==> src/rtl/eu_issue.sv <==
// Three-state issue unit: reads operands from a small register file, drives an
// external combinational ALU, and writes the result back. Optional EU_ISSUE_FLAGS_EN adds Z/N status flags.
module eu_issue #(
    parameter int DATA_W = 8,
    parameter int NREGS  = 4,
    localparam int AW    = (NREGS > 1) ? $clog2(NREGS) : 1
) (
`ifdef EU_ISSUE_FLAGS_EN
    output logic              flag_z,
    output logic              flag_n,
`endif
    input  logic              clk,
    input  logic              rst,
    input  logic              in_valid,
    output logic              in_ready,
    input  logic [3:0]        in_opcode,
    input  logic [AW-1:0]     in_dst,
    input  logic [AW-1:0]     in_srca,
    input  logic [AW-1:0]     in_srcb,
    input  logic [DATA_W-1:0] in_imm,
    output logic [3:0]        alu_opcode,
    output logic [DATA_W-1:0] alu_operandA,
    output logic [DATA_W-1:0] alu_operandB,
    input  logic [DATA_W-1:0] alu_result,
    output logic              wb_valid,
    output logic [AW-1:0]     wb_dst,
    output logic [DATA_W-1:0] wb_data,
    output logic              busy,
    input  logic [AW-1:0]     dbg_rd_addr,
    output logic [DATA_W-1:0] dbg_rd_data
);

    localparam logic [3:0] OP_NOP = 4'h0;
    localparam logic [3:0] OP_LDI = 4'hE;
    localparam logic [3:0] OP_ILL = 4'hF;

    typedef enum logic [1:0] {
        IDLE = 2'd0,
        EXEC = 2'd1,
        WB   = 2'd2
    } state_t;

    state_t              state;
    state_t              state_nxt;
    logic                accept;
    logic                commit;
    logic [AW-1:0]       dst;
    logic [DATA_W-1:0]   imm;
    logic [DATA_W-1:0]   result;
    logic [DATA_W-1:0]   regs [NREGS];

    always_ff @(posedge clk) begin
        if (rst) begin
            state <= IDLE;
        end else begin
            state <= state_nxt;
        end
    end

    // NOP and illegal opcodes walk through EXEC/WB but never commit.
    always_comb begin
        state_nxt = state;
        accept    = 1'b0;
        commit    = 1'b0;
        case (state)
            IDLE: begin
                if (in_valid) begin
                    accept    = 1'b1;
                    state_nxt = EXEC;
                end
            end
            EXEC: state_nxt = WB;
            WB: begin
                state_nxt = IDLE;
                commit    = (alu_opcode != OP_NOP) && (alu_opcode != OP_ILL);
            end
            default: state_nxt = IDLE;
        endcase
    end

    assign in_ready    = (state == IDLE);
    assign busy        = (state != IDLE);
    assign dbg_rd_data = regs[dbg_rd_addr];

    always_ff @(posedge clk) begin
        if (rst) begin
            alu_opcode   <= '0;
            alu_operandA <= '0;
            alu_operandB <= '0;
            dst          <= '0;
            imm          <= '0;
            result       <= '0;
            wb_valid     <= 1'b0;
            wb_dst       <= '0;
            wb_data      <= '0;
            for (int i = 0; i < NREGS; i++) begin
                regs[i] <= '0;
            end
        end else begin
            wb_valid <= commit;
            if (accept) begin
                alu_opcode   <= in_opcode;
                alu_operandA <= regs[in_srca];
                alu_operandB <= regs[in_srcb];
                dst          <= in_dst;
                imm          <= in_imm;
            end
            if (state == EXEC) begin
                result <= (alu_opcode == OP_LDI) ? imm : alu_result;
            end
            // Writing at the end of WB lets an accept on the following edge see the new value.
            if (commit) begin
                regs[dst] <= result;
                wb_dst    <= dst;
                wb_data   <= result;
            end
        end
    end

`ifdef EU_ISSUE_FLAGS_EN
    always_ff @(posedge clk) begin
        if (rst) begin
            flag_z <= 1'b0;
            flag_n <= 1'b0;
        end else if (wb_valid) begin
            flag_z <= (wb_data == '0);
            flag_n <= wb_data[DATA_W-1];
        end
    end
`endif

endmodule
==> config.mk <==
export PLATFORM = sky130hd
export DESIGN_NAME = eu_issue
export DESIGN_NICKNAME = d
export VERILOG_FILES = /design/src/rtl/eu_issue.sv
export SDC_FILE = /design/constraint.sdc
export NUM_CORES = 1
export LEC_CHECK = 0
export CORE_MARGIN = 4
export CORE_UTILIZATION = 35
export CTS_CLUSTER_DIAMETER = 150
export DETAILED_ROUTE_END_ITERATION = 8
export GPL_TIMING_DRIVEN = 0
export PLACE_DENSITY_LB_ADDON = 0.08
export SYNTH_ARGS = -nofsm -noshare
export SYNTH_HDL_FRONTEND = slang
export SYNTH_SLANG_ARGS = --single-unit
export TNS_END_PERCENT = 5
==> constraint.sdc <==
create_clock -name clk -period 5.85 [get_ports clk]
set_input_delay 1.17 -clock clk [delete_from_list [all_inputs] [get_ports clk]]
set_output_delay 1.17 -clock clk [all_outputs]
set_load 0.01 [all_outputs]
**Word-level counts from Yosys, hierarchy flattened**

Memories as Yosys holds them, arrays and structs flattened. A register that Yosys moved wholly into a read port is not among the register bits.
Index checks and enable logic that the tools add are counted.

- Equality and inequality tests: 5
- Multiplexer cells: 14
- Reduce and logical (&&, ||, !) cells: 5

Operators with widths:

| operator | count |
|---|---|
| 8-bit two-way mux | 2 |
| 1-bit two-way mux | 9 |
| 8-bit OR reduction | 1 |
| 4-bit == test, second input constant | 1 |
| 2-bit two-way mux | 2 |
| 4-bit != test, second input constant | 1 |
| 2-bit one-hot mux with 2 select lines | 1 |
| 4-bit nonzero test | 1 |
| 2-bit by 1-bit == test with 1-bit output, second input constant | 1 |
| 2-bit == test, second input constant | 1 |
| 2-bit zero test | 1 |
| 2-bit != test, second input constant | 1 |
| 2-bit nonzero test | 1 |
| 1-bit logical AND | 1 |

- Flip-flop bits (word level): 35
- Memory bits (writable): 32
- Input bits: 31
- Output and inout bits: 41
- Logic and storage cells: 33
- Memories kept: 1

Memories:

| memory | words | width | read ports | clocked after memory_dff | wr ports | line | RTL |
|---|---|---|---|---|---|---|---|
| regs | 4 | 8 | 3 | 2 | 4 | 50 | `logic [DATA_W-1:0] regs [NREGS];` |

**Longest topological paths before layout**

Gate-level depths: netlist of run 1.

- Word-level depth: 8
- Mapped depth: 7
- Mapped depth without buffers: 3

**Least setup slack after synthesis of run 1**

No wires, ideal clock.

- Kind: input to output
- From: input port dbg_rd_addr[0]
- To: output port dbg_rd_data[0]
- Arrival time: 2,185 ps
- Data required time: 4,680 ps
- Setup slack: 2,495 ps
- Cell stages on the path: 2
- Path buffers: 1
- Cell sequence: clkbuf_1 -> mux4_2

- Cells in the longest elaborated chain, start to end: 1

RTL lines:

| item | line | RTL |
|---|---|---|
| start, declared | 29 | `input logic [AW-1:0] dbg_rd_addr,` |
| memory 4 x 8 bit | - |  |
| end, declared | 30 | `output logic [DATA_W-1:0] dbg_rd_data` |

Every way passes these cells.

**Final worst setup path of run 1**

- From: input port dbg_rd_addr[0]
- To: output port dbg_rd_data[6]

The elaborated chain is that of the path after synthesis.

==> results by group, run 1 <==
Outcome
  • Outcome: completed

CTS
  • Later-pin clock latency in the skew report: 0.35 ns
  • TritonCTS Buffers: 9
  • CTS tree: built
  • Post-cts resize count: 0
  • CTS H-tree lvls: 3
  • Hold buffers post-CTS: 0
  • Post-CTS Setup Bufs: 0
  • TritonCTS Sinks: 83
  • Worst-path clk slew: 0.08 ns
  • Buffer depth of the longest clock path: 2
  • Clock Tree Root: clkbuf_8

Layout
  • Antenna diode count: 0
  • Layout cells sized above 1: 14.8%
  • Commonest non-fill, non-tap cell in the layout: nand2_1
  • NumNets Final: 466
  • Most frequent cells in the layout: 76 x nand2_1, 65 x clkdlybuf4s50_1, 51 x dfxtp_1, 39 x a21oi_1, 32 x edfxtp_1
  • Area Overhead vs Synth: 26.7%
  • Fillers: 1080

Placement
  • HPWL Detailed: 7.81 mm
  • Gp weighted congestion: 0.763
  • IO Port Bufs: 65

Critical path
  • Reg2reg start: state[0]$_SDFFE_PP0P_
  • Critical path data required time: 4.68 ns
  • Reg2Reg Setup Slack: 3.23 ns
  • CP max stage delay: 0.63 ns
  • Crit Path Category: in2out
  • R2R cell count: 6
  • Worst setup SP type: input port
  • Slowest cell on the critical path: mux4_2
  • Crit-path max FO: 8
  • Critical path arrival: 2.84 ns
  • CP Cell Sequence: clkbuf_1, mux4_2, clkdlybuf4s50_1
  • Worst setup EP type: output port
  • RR Endpoint: regs[1][5]$_SDFFCE_PN0P_
  • Delay-heaviest family, CP: buffers and inverters
  • CP Buf/Inv Count: 2

Floorplanning
  • # IOs: 72
  • Core ar.: 0.0108 mm²
  • Die area: 0.0128 mm²
  • Row Count: 38
  • Die H: 113 µm
  • Die Span X: 113 µm
  • Initial core utilization: 35.7%

Logic synthesis
  • Mux cell area share after synthesis: 14.3%
  • Adder-cell share of the synthesized area: 0%
  • Seq cells post-synth: 83
  • Avg Inst Size Synth: 10.7 µm²
  • Synth Area in Compound Gates: 9.41%
  • Largest family of logic cells by synthesized area: simple AND/OR/NAND/NOR gates
  • Synth Instances: 359
  • Simple-Gate Fraction of Synth Area: 19.1%
  • Synth area leaders: dfxtp_1 26%, edfxtp_1 25%, mux4_2 14%, nand2_1 7.4%, a21oi_1 5.1%
  • Sequential share of the synthesized area: 51.4%
  • Synthesized Nets: 390
  • Mapped Area: 0.00386 mm²
  • Biggest area consumer among synthesized cells: dfxtp_1
  • Synth top area share: 26.5%
  • Library cells used by synthesis: 33
  • Synth Area in XOR/XNOR: 0%
  • Ys Warns: 0

Timing
  • RSZ-0062 raised after global routing: no
  • Setup_tns: 0 ns
  • Period Utilization, post-route: 68.5%
  • # setup viols final: 0
  • Minimum clock period: 4.01 ns
  • Fin Hold WS: 0.455 ns
  • Worst Tran Pin Value: 0.941 ns
  • Slew headroom: 37.1%
  • Max Slew Vio Count: 0
  • Final Hold Vio Count: 0
  • Worst Clk Skew: 0.0124 ns
  • Fmax: 249 MHz

Global routing
  • First-pass GRT wire length: 16.6 mm
  • Pin count of the biggest net entering global routing: 15
  • GR Overflow Total: 0
  • GRT Util Overall: 16.8%
  • Initial antenna violation count: 0
  • Vias in the first global route: 3048

Routing
  • Drt pass-1 iters: 4
  • WL/cell: 17.9 µm
  • Number of remaining DRC errors: 0
  • Vias per std cell: 5.12
  • Via total after detailed routing: 2969
  • Post-Route WL: 10.4 mm
  • Final ANT Viol Nets: 0
  • Starting DRT DRC Count: 178

Run
  • # Max-Cap Violations: 0

Min path
  • Hold Crit Class: reg2reg
  • Worst Min Path Start: alu_operandB[2]$_SDFFE_PP0P_
  • Endpoint, Worst Hold: alu_operandB[2]$_SDFFE_PP0P_
  • Hold Path Cell Cnt: 2

Pwr
  • Cell internal pwr: 0.916 mW
  • Leakage dissipation: 1.63 nW
  • NetSw: 0.328 mW
  • Combinational Power Share: 14.6%
  • Clock power share: 33.7%
  • Seq pwr share: 51.7%
  • Worst vdd ir: 0.000119 V
  • PD cells: 254 mW/mm²
  • Final Power: 1.24 mW
  • Switching Fraction: 26.4%
sequential cells by signal, indices dropped and copies added (netlist names):
name	flops
alu_opcode	4
alu_operandA	8
alu_operandB	8
dst	2
imm	8
regs	32
result	8
state	2
wb_data	8
wb_dst	2
wb_valid	1
cell type report:
| cell class | instances | area, µm² | area share [%] |
|---|---|---|---|
| Sequential cell | 83 | 1980 | 40.5 |
| Multi-Input combinational cell | 230 | 1650 | 33.7 |
| Timing Repair Buffer | 65 | 651 | 13.3 |
| Buffer | 35 | 185 | 3.79 |
| Clock buffer | 12 | 176 | 3.61 |
| Tap cell | 140 | 175 | 3.58 |
| Inverter | 11 | 41.3 | 0.845 |
| Clock inverter | 4 | 28.8 | 0.589 |
layer usage:
layer	global-route usage, %	vias to the layer above	part of all wire, %
li1	-	1450	-
met4	3.53	0	0.82
met2	27.3	61	49
met3	4.01	8	5.7
met1	23.2	1450	45
met5	0	-	0
cell families (layout without fill, tap and decap cells):
group,after synthesis,in the layout
AND/OR/NAND/NOR,145,145
flip-flops,83,83
AO/OA/AOI/OAI,60,60
buffers and inverters,46,127
multiplexers,25,25
through the flow:
step                util (%)  setup WS [ns]  area [µm²]  std cells
floorplan                  -           2.49        3860        359
global placement        43.4           1.80        4680        564
detailed placement      43.4           1.77        4680        564
CTS                     45.3           1.77        4890        580
global route            45.3           1.71        4890        580
finish                  45.3           1.84        4890        580
synth_stat cells:
cell,count
nor3_4,1
nor3_2,7
nor4_4,1
a311oi_1,8
buf_1,2
or2_2,2
nor3_1,24
and4_4,1
nor3b_1,1
nand4_1,10
nand2_1,76
nand2b_1,2
clkbuf_1,22
nand4b_1,1
nor2_1,10
a21oi_1,39
nand3_2,1
o31ai_1,9
buf_2,6
or4_1,2
buf_12,1
clkinv_1,1
buf_6,4
o21bai_1,4
and2b_1,1
dfxtp_1,51
mux2i_1,1
mux4_2,24
edfxtp_1,32
nor2b_1,3
or3b_2,1
and4b_1,1
inv_1,10
worst register-to-register path: stages (launching register included):
cell      delay, ns
dfxtp_1        0.35
nand2b_1       0.16
buf_2          0.19
or4_1          0.56
buf_6          0.18
buf_12         0.15
o21bai_1       0.66
how the worst max path moves through the flow:
stage                     slack [ns]           start              to  cells past startpoint
final                           1.84  dbg_rd_addr[0]  dbg_rd_data[6]                      3
after global routing            1.71  dbg_rd_addr[0]  dbg_rd_data[6]                      3
after CTS                       1.77  dbg_rd_addr[0]  dbg_rd_data[6]                      3
after detailed placement        1.77  dbg_rd_addr[0]  dbg_rd_data[6]                      3
after global placement          1.80  dbg_rd_addr[0]  dbg_rd_data[6]                      3
after floorplan                 2.49  dbg_rd_addr[0]  dbg_rd_data[0]                      2
power groups by stage:
stage | clock, mW | combinational, mW | sequential [mW]
2_1_floorplan | 0 | 0.102 | 0.655
3_3_place_gp | 0 | 0.182 | 0.656
3_5_place_dp | 0 | 0.183 | 0.657
4_1_cts | 0.427 | 0.184 | 0.644
5_1_grt | 0.451 | 0.198 | 0.648
6_report | 0.419 | 0.181 | 0.644
No activity file was read; power rests on OpenSTA's default activity.
==> run 2: changes to the inputs <==
==> constraint.sdc (replaced) <==
create_clock -name clk -period 3.75 [get_ports clk]
set_input_delay 0.75 -clock clk [delete_from_list [all_inputs] [get_ports clk]]
set_output_delay 0.75 -clock clk [all_outputs]
set_load 0.01 [all_outputs]
==> results of run 2 <==
Same layout as run 1 (identical final DEF). Status: completed.
Among the figures that moved: setup slack after placement 1.77 ns -> 0.511 ns; setup slack after layout 1.84 ns -> 0.581 ns; register-to-register setup slack 3.23 ns -> 1.13 ns; total power 1.24 mW -> 1.94 mW; worst IR drop on VDD 0.000119 V -> 0.000185 V
==> run 3: changes to the inputs <==
==> constraint.sdc (replaced) <==
create_clock -name clk -period 3.1 [get_ports clk]
set_input_delay 0.62 -clock clk [delete_from_list [all_inputs] [get_ports clk]]
set_output_delay 0.62 -clock clk [all_outputs]
set_load 0.01 [all_outputs]
==> results of run 3 <==
Same layout as run 1 (identical final DEF). Status: completed.
Among the figures that moved: setup slack after placement 1.77 ns -> 0.121 ns; setup slack after layout 1.84 ns -> 0.191 ns; register-to-register setup slack 3.23 ns -> 0.48 ns; total power 1.24 mW -> 2.35 mW; worst IR drop on VDD 0.000119 V -> 0.000224 V
